<file path="config.mk">
export PLATFORM = sky130hd
export DESIGN_NAME = execute_writeback_unit
export DESIGN_NICKNAME = d
export VERILOG_FILES = /design/src/rtl/execute_writeback_unit.sv
export SDC_FILE = /design/constraint.sdc
export NUM_CORES = 1
export LEC_CHECK = 0
export BUFFER_PORTS_ARGS = -buffer_cell sky130_fd_sc_hd__buf_2
export CORE_MARGIN = 2
export CORE_UTILIZATION = 60
export CTS_CLUSTER_SIZE = 24
export DETAILED_ROUTE_END_ITERATION = 8
export GPL_TIMING_DRIVEN = 0
export PLACE_DENSITY = 0.85
export SLEW_MARGIN = 20
export SYNTH_ARGS = -nofsm -noshare
export SYNTH_HDL_FRONTEND = slang
export SYNTH_SLANG_ARGS = --single-unit
</file>
<file path="constraint.sdc">
create_clock -name clk -period 10.1 [get_ports clk]
set_clock_uncertainty 0.2 [all_clocks]
set_input_delay 3.03 -clock clk [delete_from_list [all_inputs] [get_ports clk]]
set_output_delay 3.03 -clock clk [all_outputs]
set_load 0.005 [all_outputs]
</file>
<file path="src/rtl/execute_writeback_unit.sv">
// Execute stage feeding a 16x8 register file: single-cycle ALU with write-back forwarding,
// plus an 8-step shift-add multiplier for MUL/MULH.
module execute_writeback_unit #(
  parameter bit          ENABLE_FORWARD = 1'b1,
  parameter int unsigned MUL_STEPS      = 8
) (
  input  logic       clk,
  input  logic       reset,
  input  logic       debug_inner,
  input  logic       issue_valid,
  output logic       issue_ready,
  input  logic [3:0] opcode,
  input  logic [3:0] rd,
  input  logic [3:0] rs,
  output logic [3:0] read_addr_A,
  output logic [3:0] read_addr_B,
  input  logic [7:0] read_data_A,
  input  logic [7:0] read_data_B,
  output logic [3:0] write_addr,
  output logic [7:0] write_data,
  output logic       write_enable,
  output logic       flag_z,
  output logic       flag_n,
  output logic       flag_c
);

  localparam logic [3:0] OpNop  = 4'h0;
  localparam logic [3:0] OpMov  = 4'h1;
  localparam logic [3:0] OpAdd  = 4'h2;
  localparam logic [3:0] OpSub  = 4'h3;
  localparam logic [3:0] OpAnd  = 4'h4;
  localparam logic [3:0] OpOr   = 4'h5;
  localparam logic [3:0] OpXor  = 4'h6;
  localparam logic [3:0] OpNot  = 4'h7;
  localparam logic [3:0] OpShl  = 4'h8;
  localparam logic [3:0] OpShr  = 4'h9;
  localparam logic [3:0] OpInc  = 4'hA;
  localparam logic [3:0] OpDec  = 4'hB;
  localparam logic [3:0] OpCmp  = 4'hC;
  localparam logic [3:0] OpMul  = 4'hD;
  localparam logic [3:0] OpMulh = 4'hE;

  localparam int unsigned StepW = $clog2(MUL_STEPS + 1);
  localparam logic [StepW-1:0] StepLast = StepW'(MUL_STEPS - 1);

  typedef enum logic [0:0] {StIdle, StBusy} state_e;

  state_e            state_q, state_d;
  logic [3:0]        wa_q, wa_d;
  logic [7:0]        wd_q, wd_d;
  logic              we_q, we_d;
  logic              z_q, z_d, n_q, n_d, c_q, c_d;
  logic [15:0]       mcand_q, mcand_d;
  logic [7:0]        mplier_q, mplier_d;
  logic [15:0]       prod_q, prod_d;
  logic [StepW-1:0]  step_q, step_d;
  logic              mul_high_q, mul_high_d;
  logic [3:0]        mul_rd_q, mul_rd_d;

  logic       accept;
  logic       is_mul;
  logic [7:0] op_a, op_b;
  logic [7:0] alu_res;
  logic       alu_wr, alu_fl, alu_c;
  logic [15:0] prod_sum;
  logic [7:0]  mul_byte;

  assign issue_ready  = (state_q == StIdle);
  assign accept       = issue_valid && issue_ready;
  assign read_addr_A  = rd;
  assign read_addr_B  = rs;
  assign write_addr   = wa_q;
  assign write_data   = wd_q;
  assign write_enable = we_q;
  assign flag_z       = z_q;
  assign flag_n       = n_q;
  assign flag_c       = c_q;

  // The pending write-back has not reached the register file yet, so bypass it.
  assign op_a = (ENABLE_FORWARD && we_q && (wa_q == rd)) ? wd_q : read_data_A;
  assign op_b = (ENABLE_FORWARD && we_q && (wa_q == rs)) ? wd_q : read_data_B;

  assign is_mul   = (opcode == OpMul) || (opcode == OpMulh);
  assign prod_sum = prod_q + (mplier_q[0] ? mcand_q : 16'h0000);
  assign mul_byte = mul_high_q ? prod_sum[15:8] : prod_sum[7:0];

  always_comb begin
    alu_res = 8'h00;
    alu_wr  = 1'b1;
    alu_fl  = 1'b1;
    alu_c   = 1'b0;
    case (opcode)
      OpMov: begin
        alu_res = op_b;
        alu_fl  = 1'b0;
      end
      OpAdd: {alu_c, alu_res} = {1'b0, op_a} + {1'b0, op_b};
      OpSub: {alu_c, alu_res} = {1'b0, op_a} - {1'b0, op_b};
      OpCmp: begin
        {alu_c, alu_res} = {1'b0, op_a} - {1'b0, op_b};
        alu_wr = 1'b0;
      end
      OpAnd: alu_res = op_a & op_b;
      OpOr:  alu_res = op_a | op_b;
      OpXor: alu_res = op_a ^ op_b;
      OpNot: alu_res = ~op_a;
      OpShl: begin
        alu_res = {op_a[6:0], 1'b0};
        alu_c   = op_a[7];
      end
      OpShr: begin
        alu_res = {1'b0, op_a[7:1]};
        alu_c   = op_a[0];
      end
      OpInc: begin
        alu_res = op_a + 8'd1;
        alu_c   = (op_a == 8'hFF);
      end
      OpDec: begin
        alu_res = op_a - 8'd1;
        alu_c   = (op_a == 8'h00);
      end
      default: begin
        // NOP, 0xF, and MUL/MULH (handled by the multiplier path)
        alu_wr = 1'b0;
        alu_fl = 1'b0;
      end
    endcase
  end

  always_comb begin
    state_d    = state_q;
    wa_d       = wa_q;
    wd_d       = wd_q;
    we_d       = 1'b0;
    z_d        = z_q;
    n_d        = n_q;
    c_d        = c_q;
    mcand_d    = mcand_q;
    mplier_d   = mplier_q;
    prod_d     = prod_q;
    step_d     = step_q;
    mul_high_d = mul_high_q;
    mul_rd_d   = mul_rd_q;
    unique case (state_q)
      StIdle: begin
        if (accept && is_mul) begin
          mcand_d    = {8'h00, op_a};
          mplier_d   = op_b;
          prod_d     = 16'h0000;
          step_d     = '0;
          mul_high_d = (opcode == OpMulh);
          mul_rd_d   = rd;
          state_d    = StBusy;
        end else if (accept) begin
          if (alu_wr) begin
            wa_d = rd;
            wd_d = alu_res;
            we_d = 1'b1;
          end
          if (alu_fl) begin
            z_d = (alu_res == 8'h00);
            n_d = alu_res[7];
            c_d = alu_c;
          end
        end
      end
      StBusy: begin
        prod_d   = prod_sum;
        mcand_d  = mcand_q << 1;
        mplier_d = mplier_q >> 1;
        step_d   = step_q + 1'b1;
        if (step_q == StepLast) begin
          wa_d    = mul_rd_q;
          wd_d    = mul_byte;
          we_d    = 1'b1;
          z_d     = (mul_byte == 8'h00);
          n_d     = mul_byte[7];
          c_d     = mul_high_q ? 1'b0 : (prod_sum[15:8] != 8'h00);
          state_d = StIdle;
        end
      end
    endcase
  end

  always_ff @(posedge clk) begin
    if (!reset) begin
      state_q    <= StIdle;
      wa_q       <= 4'h0;
      wd_q       <= 8'h00;
      we_q       <= 1'b0;
      z_q        <= 1'b0;
      n_q        <= 1'b0;
      c_q        <= 1'b0;
      mcand_q    <= 16'h0000;
      mplier_q   <= 8'h00;
      prod_q     <= 16'h0000;
      step_q     <= '0;
      mul_high_q <= 1'b0;
      mul_rd_q   <= 4'h0;
    end else begin
      state_q    <= state_d;
      wa_q       <= wa_d;
      wd_q       <= wd_d;
      we_q       <= we_d;
      z_q        <= z_d;
      n_q        <= n_d;
      c_q        <= c_d;
      mcand_q    <= mcand_d;
      mplier_q   <= mplier_d;
      prod_q     <= prod_d;
      step_q     <= step_d;
      mul_high_q <= mul_high_d;
      mul_rd_q   <= mul_rd_d;
    end
  end

`ifndef SYNTHESIS
  always @(posedge clk) begin
    if (debug_inner && reset) begin
      if (accept) $display("%0t issue op=%h rd=%h rs=%h", $time, opcode, rd, rs);
      if (we_q) $display("%0t wb addr=%h data=%h", $time, wa_q, wd_q);
    end
  end
`endif

endmodule

</file>
==> results.cfg <==
[synthesis]
synth-async-reset-ratio_pct = 0
synth-edff-count = 0
synthCells = 777
synth_nets = 859
yosysSeqAreaShare_pct = 21.75
avgSynthCellArea_um2 = 7.820
synth-warning-count = 0
synth.distinct_cells = 82
synth_area_um2 = 6076
synth_flop_cell = dfxtp_1
ys_ff_latch = 66

[setup_path]
crit_slowest_cell = mux2i_1
crit_fanout = 10
rr_worst_depth = 14
cp.required_ns = 10.19
cp_cell_sequence = buf_2 > nor2b_1 > nor3_4 > nand3_4 > mux2i_1 > inv_1 > ha_1 > clkbuf_1 > inv_1 > o21ai_0 > a31oi_1 > o31ai_1 > xor2_1 > a211oi_1 > o311ai_1 > or3_1 > a21oi_1
cp_common_cell = inv_1
crit_path_max_incr_delay_ns = 0.67
worstSetupPathType = in -> reg
crit_path_end_kind = flop
cp-start-kind = input pin
arrival_ns = 7.66

[timing]
hold_viol = 0
maxSlewViolCount = 0
slew_headroom_pct = 25.97
timing.final.crit_share_pct = 75.03
worst_pin_slew_ns = 1.108
max_clock_freq_mhz = 132.0
setup_viol = 0
rsz0062_at_grt = false
fin_crit_ns = 7.578
tns_ns = 0
setup_slack_ns = 2.522

[floorplanning]
die_area_um2 = 10950
num_rows = 36
die_h_um = 104.6
io_pins = 57
die_width_um = 104.6
start_util_pct = 61.88
core_area_um2 = 9819

[cells_and_area]
seq_area_um2 = 1321
final_common_cell = nand2_1
antenna_cells = 0
fillCellCount = 876
layout_common_cells = nand2_1 (102), dfxtp_1 (66), buf_2 (59), and2_1 (57), o21ai_0 (56)
area_growth_pct = 10.23
post_route_cells_drive_above_1_share_pct = 12.53
nets = 924
multi_input_area_um2 = 4422

[placement]
dpl_worst_slack_ns = 2.285
port_buffers = 54
place_congestion = 1.004
dp_hpwl_um = 15130

[global_route]
grt_max_degree = 11
overflow = 0
grt_pass1_vias = 6007
globalRouteTotalUtil_pct = 35.55
grt_pass1_wl_um = 30950
antenna_found_initial = 0

[cts]
cts_buffers = 9
cts-resized-gates = 0
clockBufferDepth = 2
clkTransAtPathRegs_ns = 0.07
cts.sinks = 66
clock_latency_ns = 0.36
cts_tree = done
post_cts_buffers = 0
htree_num_levels = 3
cts_root_buf = clkbuf_8
cts_hold_buffers = 0

[power_and_ir_drop]
p_comb_share_pct = 27.0
p_leak_nw = 2.839
pwr-share-seq_pct = 40.6
internal_power_uw = 457.0
power_uw = 685.0
clock_power_share_pct = 32.3
power_density_nw_per_um2 = 102.3
p_switching_uw = 228.0
switching_share_pct = 33.29
vdd_drop_max_uv = 95.15

[routing]
wl_per_cell_um = 19.97
antenna_left = 0
drt_first_pass_iters = 7
post-route-drc-count = 0
vias_per_cell = 6.521
first_iter_violations = 708
vias = 6384
wirelength_um = 19550

[worst_hold_path]
whs_path_depth = 2
hold_path_class = reg -> reg

[job]
cap_violations = 0

[run_status]
outcome = finished, final reports clean
[flip-flops by register name, indices dropped and copies added, names as in the netlist]
register / count
mcand_q: 16
prod_q: 16
mplier_q: 8
write_data: 8
mul_rd_q: 4
step_q: 4
write_addr: 4
flag_c: 1
flag_n: 1
flag_z: 1
mul_high_q: 1
state_q: 1
write_enable: 1
[cell usage after synthesis (6+ instances only)]
master      n  area [um^2]
a211oi_1    9        67.56
o221ai_1    6        52.55
nand3_1    13        65.06
o31ai_1     6        45.04
inv_1      27        101.4
a21oi_1    33        165.2
and2_1     57        356.6
buf_4       8        60.06
ha_1       46        575.6
o22ai_1     9        56.30
a22oi_1    20        150.1
a21o_1     11        82.58
a21boi_0   14        105.1
nor3_1      8        40.04
xor2_1     15        131.4
o211ai_1    6        45.04
nor2b_1    17        106.4
and3_1      8        50.05
a31oi_1    10        62.56
nand2b_1   10        62.56
xnor2_1    15        131.4
nand2_1   102        382.9
clkbuf_1   34        127.6
dfxtp_1    66         1321
nor2_1     29        108.9
mux2i_1    29        290.3
o21ai_0    56        280.3
nand4_1     9        56.30
[path summary, 6_finish.rpt]
check                        endpoint  slack, ns                        from
max               flag_z$_SDFFE_PN0P_       2.52                       rd[1]
min          mul_rd_q[3]$_SDFFE_PN0P_       0.28    mul_rd_q[3]$_SDFFE_PN0P_
max reg2reg       flag_z$_SDFFE_PN0P_       4.93  write_addr[2]$_SDFFE_PN0P_
min reg2reg  mul_rd_q[3]$_SDFFE_PN0P_       0.28    mul_rd_q[3]$_SDFFE_PN0P_
[logic make-up after synthesis]
group	after synthesis	synth area share, %
AND/OR/NAND/NOR	283	24.86
AO/OA/AOI/OAI	235	26.69
buffers and inverters	79	5.478
flip-flops	66	21.75
adder cells (fa/ha/maj)	50	10.79
XOR/XNOR	32	4.860
multiplexers	32	5.581
[power by group through the flow]
stage	Combinational, mW	Clock [mW]	Sequential [mW]
after global placement	0.176	0	0.283
after CTS	0.180	0.220	0.278
final	0.185	0.222	0.278
after floorplan	0.123	0	0.281
after detailed placement	0.179	0	0.284
after global routing	0.200	0.230	0.279
[worst max-delay path: cells and delay by family]
| family | cells | cell delay [ns] |
|---|---|---|
| AO/OA/AOI/OAI | 6 | 1.63 |
| multiplexers | 1 | 0.67 |
| XOR/XNOR | 1 | 0.11 |
| adder cells (fa/ha/maj) | 1 | 0.36 |
| AND/OR/NAND/NOR | 4 | 1.07 |
| buffers and inverters | 4 | 0.79 |
[through the flow]
step / hold WS [ns] / std cells / cell area [um^2] / util (%)
after global routing: 0.3074 / 979 / 6698 / 68.21
after global placement: 0.2533 / 964 / 6513 / 66.32
final: 0.2789 / 979 / 6698 / 68.21
after detailed placement: 0.2734 / 964 / 6513 / 66.32
after CTS: 0.2796 / 979 / 6698 / 68.21
after floorplan: 0.2431 / 777 / 6076 / -
[routing by layer]
layer	wire, um	part of all wire, %	GRT usage [%]
met1	8289	42	48.34
met2	8383	43	54.15
met3	2168	11	8.671
met4	709	3.6	14.19
met5	0	0	0
[area by class of cell]
type / instances / area share [%]
Buffer: 51 / 3.400
Clock buffer: 12 / 2.167
Clock inverter: 3 / 0.5978
Inverter: 28 / 1.569
Multi-Input combinational cell: 632 / 66.02
Sequential cell: 66 / 19.73
Tap cell: 133 / 2.485
Timing Repair Buffer: 54 / 4.035
(Power assumes the default switching activity.)
